File: config.mk
export PLATFORM = sky130hd
export DESIGN_NAME = cfg_txn_launcher
export DESIGN_NICKNAME = d
export VERILOG_FILES = /design/src/rtl/cfg_txn_launcher.sv
export SDC_FILE = /design/constraint.sdc
export NUM_CORES = 1
export LEC_CHECK = 0
export CORE_UTILIZATION = 25
export DETAILED_ROUTE_END_ITERATION = 7
export PLACE_DENSITY = 0.47
export SLEW_MARGIN = 20
export SYNTH_ARGS = -nofsm -noshare
export SYNTH_HDL_FRONTEND = slang
export SYNTH_SLANG_ARGS = --single-unit
File: constraint.sdc
create_clock -name clk -period 2.47 [get_ports clk]
set_input_delay 0.741 -clock clk [delete_from_list [all_inputs] [get_ports clk]]
set_output_delay 0.741 -clock clk [all_outputs]
set_load 0.005 [all_outputs]
File: src/rtl/cfg_txn_launcher.sv
// Config-bus slave that stages one transaction's arguments, launches it to the
// downstream engine on a valid/ready handshake and reports status and a
// completion count. Optional response timeout: define CFG_TXN_TIMEOUT_EN.
module cfg_txn_launcher #(
    parameter int CFG_ADDR_W     = 12,
    parameter int DATA_W         = 64,
    parameter int PADDR_W        = 40,
    parameter int OP_W           = 2,
    parameter int SIZE_W         = 16,
    parameter int TIMEOUT_CYCLES = 1024
) (
    input  logic                  clk,
    input  logic                  rst,
    input  logic                  cfg_valid,
    input  logic [CFG_ADDR_W-1:0] cfg_addr,
    input  logic [DATA_W-1:0]     cfg_data,
    input  logic [2:0]            cfg_size,
    input  logic                  cfg_type,
    output logic [DATA_W-1:0]     cfg_read_data,
    output logic                  cfg_read_valid,
    output logic                  req_valid,
    input  logic                  req_ready,
    output logic [PADDR_W-1:0]    req_addr,
    output logic [OP_W-1:0]       req_op,
    output logic [SIZE_W-1:0]     req_size,
    input  logic                  resp_valid,
    input  logic                  resp_err
);

    localparam logic [CFG_ADDR_W-1:0] A_TXN_ADDR = CFG_ADDR_W'('h00);
    localparam logic [CFG_ADDR_W-1:0] A_TXN_OP   = CFG_ADDR_W'('h04);
    localparam logic [CFG_ADDR_W-1:0] A_TXN_SIZE = CFG_ADDR_W'('h08);
    localparam logic [CFG_ADDR_W-1:0] A_CTRL     = CFG_ADDR_W'('h0C);
    localparam logic [CFG_ADDR_W-1:0] A_STATUS   = CFG_ADDR_W'('h10);
    localparam logic [CFG_ADDR_W-1:0] A_DONE_CNT = CFG_ADDR_W'('h14);

    typedef enum logic [1:0] {
        IDLE  = 2'd0,
        ISSUE = 2'd1,
        WAIT  = 2'd2
    } state_t;

    state_t state, state_next;

    logic [PADDR_W-1:0] txn_addr;
    logic [OP_W-1:0]    txn_op;
    logic [SIZE_W-1:0]  txn_size;
    logic               done;
    logic               err;
    logic               err_timeout;
    logic [31:0]        done_cnt;

    logic               wr;
    logic               rd;
    logic               start_req;
    logic [2:0]         status_w1c;
    logic               launch;
    logic               zero_done;
    logic               complete;
    logic               reject;
    logic               timeout;
    logic [DATA_W-1:0]  rd_mux;

    // Access size is fixed at full-register; upper data bits have no home.
    logic unused_bits;
    assign unused_bits = ^{cfg_size, cfg_data};

    assign wr         = cfg_valid & cfg_type;
    assign rd         = cfg_valid & ~cfg_type;
    assign start_req  = wr && (cfg_addr == A_CTRL) && cfg_data[0];
    assign status_w1c = (wr && (cfg_addr == A_STATUS)) ? cfg_data[2:0] : 3'b000;
    assign req_valid  = (state == ISSUE);

`ifdef CFG_TXN_TIMEOUT_EN
    localparam int TW = $clog2(TIMEOUT_CYCLES + 1);
    logic [TW-1:0] wait_cnt;

    // Counter is held at zero outside WAIT, so it starts from 0 on entry.
    always_ff @(posedge clk) begin
        if (rst || state != WAIT) wait_cnt <= '0;
        else                      wait_cnt <= wait_cnt + 1'b1;
    end
`endif

    always_ff @(posedge clk) begin
        if (rst) state <= IDLE;
        else     state <= state_next;
    end

    // NOTE: every output of this block gets a default first so no latches form.
    always_comb begin
        state_next = state;
        launch     = 1'b0;
        zero_done  = 1'b0;
        complete   = 1'b0;
        reject     = 1'b0;
        timeout    = 1'b0;
        case (state)
            IDLE: begin
                if (start_req) begin
                    if (txn_size != '0) begin
                        launch     = 1'b1;
                        state_next = ISSUE;
                    end else begin
                        zero_done = 1'b1;
                    end
                end
            end
            ISSUE: begin
                reject = start_req;
                if (req_ready) state_next = WAIT;
            end
            WAIT: begin
                reject = start_req;
                if (resp_valid) begin
                    complete   = 1'b1;
                    state_next = IDLE;
                end
`ifdef CFG_TXN_TIMEOUT_EN
                else if (wait_cnt == TW'(TIMEOUT_CYCLES - 1)) begin
                    timeout    = 1'b1;
                    state_next = IDLE;
                end
`endif
            end
            default: state_next = IDLE;
        endcase
    end

    always_ff @(posedge clk) begin
        if (rst) begin
            txn_addr <= '0;
            txn_op   <= '0;
            txn_size <= '0;
        end else if (wr) begin
            if (cfg_addr == A_TXN_ADDR) txn_addr <= cfg_data[PADDR_W-1:0];
            if (cfg_addr == A_TXN_OP)   txn_op   <= cfg_data[OP_W-1:0];
            if (cfg_addr == A_TXN_SIZE) txn_size <= cfg_data[SIZE_W-1:0];
        end
    end

    always_ff @(posedge clk) begin
        if (rst) begin
            req_addr <= '0;
            req_op   <= '0;
            req_size <= '0;
        end else if (launch) begin
            req_addr <= txn_addr;
            req_op   <= txn_op;
            req_size <= txn_size;
        end
    end

    // Hardware sets take priority over software W1C of the same bit.
    always_ff @(posedge clk) begin
        if (rst) begin
            done     <= 1'b0;
            err      <= 1'b0;
            done_cnt <= '0;
        end else begin
            if (launch)                              done <= 1'b0;
            else if (complete || timeout || zero_done) done <= 1'b1;
            else if (status_w1c[0])                  done <= 1'b0;

            if (launch)                                err <= 1'b0;
            else if (reject || zero_done || timeout)   err <= 1'b1;
            else if (complete)                         err <= resp_err;
            else if (status_w1c[1])                    err <= 1'b0;

            if (complete || timeout || zero_done) done_cnt <= done_cnt + 32'd1;
        end
    end

`ifdef CFG_TXN_TIMEOUT_EN
    always_ff @(posedge clk) begin
        if (rst)                err_timeout <= 1'b0;
        else if (launch)        err_timeout <= 1'b0;
        else if (timeout)       err_timeout <= 1'b1;
        else if (status_w1c[2]) err_timeout <= 1'b0;
    end
`else
    assign err_timeout = 1'b0;
`endif

    always_comb begin
        rd_mux = '0;
        case (cfg_addr)
            A_TXN_ADDR: rd_mux = DATA_W'(txn_addr);
            A_TXN_OP:   rd_mux = DATA_W'(txn_op);
            A_TXN_SIZE: rd_mux = DATA_W'(txn_size);
            A_CTRL:     rd_mux = DATA_W'(state != IDLE);
            A_STATUS:   rd_mux = DATA_W'({err_timeout, err, done});
            A_DONE_CNT: rd_mux = DATA_W'(done_cnt);
            default:    rd_mux = '0;
        endcase
    end

    always_ff @(posedge clk) begin
        if (rst) begin
            cfg_read_valid <= 1'b0;
            cfg_read_data  <= '0;
        end else begin
            cfg_read_valid <= rd;
            cfg_read_data  <= rd ? rd_mux : '0;
        end
    end

endmodule

==> Implementation_results.wiki <==
{| class="wikitable"
! Metric !! Value
|-
| Starting Density || 0.255
|-
| Vert. Die Dim || 176 microns
|-
| Class of the most critical hold timing path || reg2reg
|-
| Final HPWL DP || 16.0 mm
|-
| Number of cells produced by synthesis || 875
|-
| Most common cell after layout, fill and taps aside || sky130_fd_sc_hd__nand2_1
|-
| Biggest area contributors in the synthesized netlist || sky130_fd_sc_hd__dfxtp_1 (51%), sky130_fd_sc_hd__nand2_1 (10%), sky130_fd_sc_hd__a21oi_1 (6.9%)
|-
| Fill count || 3,096
|-
| Syn Area/Cell || 8.69 sq um
|-
| Number of sinks handled by clock tree synthesis || 193
|-
| Routed wire per std cell || 16.1 microns
|-
| Worst Path Required || 2.76 ns
|-
| Number of buffers added by the clock tree synthesis step || 17
|-
| Hold Buf Count CTS || 0
|-
| Critical path endpoint category || flip-flop
|-
| Sequential cell fraction of total power || 0.526
|-
| Worst-path cell with the longest stage delay || sky130_fd_sc_hd__clkdlybuf4s50_1
|-
| Final number of hold-violating endpoints || 0
|-
| Worst-skew pair later-pin latency || 0.44 ns
|-
| DRC violations left || 0
|-
| WHS || 0.454 ns
|-
| Antenna viol nets, final || 0
|-
| Maximum buffer depth of the clock tree || 2
|-
| Synthesis warning total || 0
|-
| Total power || 5.91 mW
|-
| First-pass GRT wire length || 35.7 mm
|-
| Status || finished clean
|-
| Number of slew-limit violations in the final report || 0
|-
| Max Clock Skew || 0.0117 ns
|-
| Cell-by-cell trace of the critical path || clkdlybuf4s50_1 -> nor4_4 -> nand3_4 -> nor4_4 -> buf_4 -> nand3_4 -> clkbuf_16 -> nand2_1 -> a21oi_1
|-
| Max-slew headroom || 0.506
|-
| Width of the chip || 176 microns
|-
| Psw || 1.39 mW
|-
| Area grow syn2layout || 39.7%
|-
| Number of enable flip-flop cells after synthesis || 0
|-
| FFs w/ async S/R, synth || 0
|-
| Logic gate share of total power || 0.035
|-
| Internal cell power || 4.52 mW
|-
| Sum of overflow across all layers after global routing || 0
|-
| 1st-pass router iterations || 6
|-
| Number of top-level pins || 210
|-
| Area of the placeable core || 29,800 sq um
|-
| Longest individual stage delay on the worst path || 0.46 ns
|-
| Area share of the largest cell type after synthesis || 0.508
|-
| Leakage component of the power || 3.65 nW
|-
| Prevailing post-synth register cell || sky130_fd_sc_hd__dfxtp_1
|-
| Number of antenna violations at the first check in global routing || 0
|-
| Period utilisation layout || 0.972
|-
| Final design instance area without fill || 10,600 sq um
|-
| Placement Cell Area || 9990 sq um
|-
| Worst supply voltage drop on vdd || 0.440 mV
|-
| TritonCTS clock tree || built
|-
| Shortest clock period the worst path allows after layout || 2.40 ns
|-
| Number of cell rows || 63
|-
| Count of routing violations after the opening detailed-route iteration || 492
|-
| Synth Register Bits || 193
|-
| Power share of the clock group || 0.439
|-
| Worst slack after detailed placement || -0.445 ns
|-
| Total of endpoints with negative setup slack in the final report || 0
|-
| F_max || 416 MHz
|-
| Maximum fanout count along the critical path || 11
|-
| Tot GR Track Use || 0.151
|-
| Count of inserted antenna diode cells || 0
|-
| Root cell of the clock tree || sky130_fd_sc_hd__clkbuf_16
|-
| Vias per std cell || 4.48
|-
| Overall die area || 31,100 sq um
|-
| Launching element type of the critical path || input pin
|-
| Worst Path Class, Setup || in2reg
|-
| Sw Ratio || 0.235
|-
| Crit path setup slack, layout || 0.0685 ns
|-
| Largest net degree at the start of global routing || 89
|-
| Max capacitance violation total || 0
|-
| Commonest non-fill, non-tap cells in the layout || sky130_fd_sc_hd__nand2_1 (208), sky130_fd_sc_hd__dfxtp_1 (193), sky130_fd_sc_hd__clkdlybuf4s50_1 (154), sky130_fd_sc_hd__a21oi_1 (105), sky130_fd_sc_hd__nor2_1 (94)
|-
| # port buffers || 158
|-
| Worst slew pin tran || 0.740 ns
|-
| Number of global-route vias before repair || 6,254
|-
| Yosys top cell by area || sky130_fd_sc_hd__dfxtp_1
|-
| Maximum level of the CTS H-tree || 4
|-
| Weighted congestion at the end of routability-driven global placement || 0.788
|-
| Proportion of synthesized chip area in sequential cells || 0.508
|-
| Final wirelength || 23.5 mm
|-
| Power per cell area || 556 nW/um^2
|-
| Arrival time worst endpoint || 2.70 ns
|-
| Cell area after synthesis || 7600 sq um
|-
| Number of different library cells in the post-synthesis netlist || 45
|-
| Number of vias after detailed routing || 6,520
|-
| Reg clk slew, reported paths || 0.07 ns
|-
| Ratio of cells with drive above 1 in the final layout || 0.112
|-
| NumNets Final || 1,144
|}
## path summary, 6_finish.rpt
| path | from | to | slack (ns) | depth (start not counted) |
|---|---|---|---|---|
| min | req_size[8] | req_size[8] | 0.45 | 2 |
| max reg2reg | txn_size[15] | done_cnt[31] | 0.38 | 7 |
| min reg2reg | req_size[8] | req_size[8] | 0.45 | 2 |
| max | cfg_addr[11] | txn_addr[3] | 0.07 | 9 |
## timing repair
| item | CTS | global route |
|---|---|---|
| setup buffers | 0 | 4 |
| endpoints found under the hold margin | 0 | 0 |
| gates resized for setup | 0 | 6 |
| endpoints found under the setup margin | 0 | 100 |
## worst max-delay path, delay by kind of cell
kind	cells	cell delay (ns)
AO/OA/AOI/OAI	1	0.06
AND/OR/NAND/NOR	5	1.02
buffers and inverters	3	0.87
## cell type report
type / instances / area [sq um] / share of cell area
multi-input cells: 616 / 3400 / 0.320
flip-flops and latches: 193 / 3860 / 0.364
well taps: 390 / 488 / 0.0459
repair buffers: 220 / 2310 / 0.218
clock inverters: 13 / 106 / 0.0100
clock buffers: 18 / 429 / 0.0404
inverters: 6 / 22.5 / 0.00212
## state kept, by name, indices dropped and copies added (netlist names)
register and count:
cfg_read_data 40, req_addr 40, txn_addr 40, done_cnt 32
req_size 16, txn_size 16, req_op 2, state 2
txn_op 2, cfg_read_valid 1, done 1, err 1
## synth_stat cells, drive strengths merged (2+ instances only)
| master | count |
|---|---|
| dfxtp | 193 |
| nand2 | 209 |
| nor2b | 2 |
| nand4 | 5 |
| buf | 47 |
| a222oi | 15 |
| o21ai | 17 |
| nand3 | 12 |
| and3 | 14 |
| o211ai | 10 |
| a22oi | 19 |
| ha | 4 |
| nor3b | 2 |
| o2111ai | 5 |
| and2 | 3 |
| mux2i | 20 |
| nor4 | 10 |
| nor3 | 5 |
| xor2 | 26 |
| inv | 6 |
| or3 | 3 |
| a21oi | 105 |
| clkbuf | 36 |
| nor2 | 94 |
| mux2 | 3 |
## layer usage
metal / up-vias / part of all wire / track usage
met5: - / 0 / 0
met4: 0 / 0.012 / 0.0474
met3: 14 / 0.053 / 0.0284
met2: 199 / 0.46 / 0.244
met1: 3039 / 0.48 / 0.203
li1: 3268 / - / -
## power groups by stage
stage / Combinational (mW) / Clock, mW / Sequential [mW]
2_1_floorplan: 0.0881 / 0 / 3.18
3_5_place_dp: 0.205 / 0 / 3.18
3_3_place_gp: 0.206 / 0 / 3.18
4_1_cts: 0.206 / 2.69 / 3.11
6_report: 0.205 / 2.59 / 3.11
5_1_grt: 0.220 / 2.80 / 3.11
## per-stage QoR
stage                     utilization  instances  setup TNS, ns
after floorplan                     -        898              0
after global placement          0.335       1419         -55.96
after detailed placement        0.335       1419         -62.87
after CTS                       0.353       1450              0
after global routing            0.357       1456         -0.251
final                           0.357       1456              0
## kinds of logic after synthesis
| logic type | after synthesis | synth area share |
|---|---|---|
| buffers and inverters | 89 | 0.0614 |
| xor gates and xnor gates | 27 | 0.0311 |
| other | 1 | 0.000493 |
| muxes | 23 | 0.0308 |
| adders and majority gates | 4 | 0.00658 |
| AOI/OAI and AO/OA | 174 | 0.140 |
| and+or+nand+nor | 364 | 0.222 |
| DFF | 193 | 0.508 |
Power figures use the tool's default switching activity.
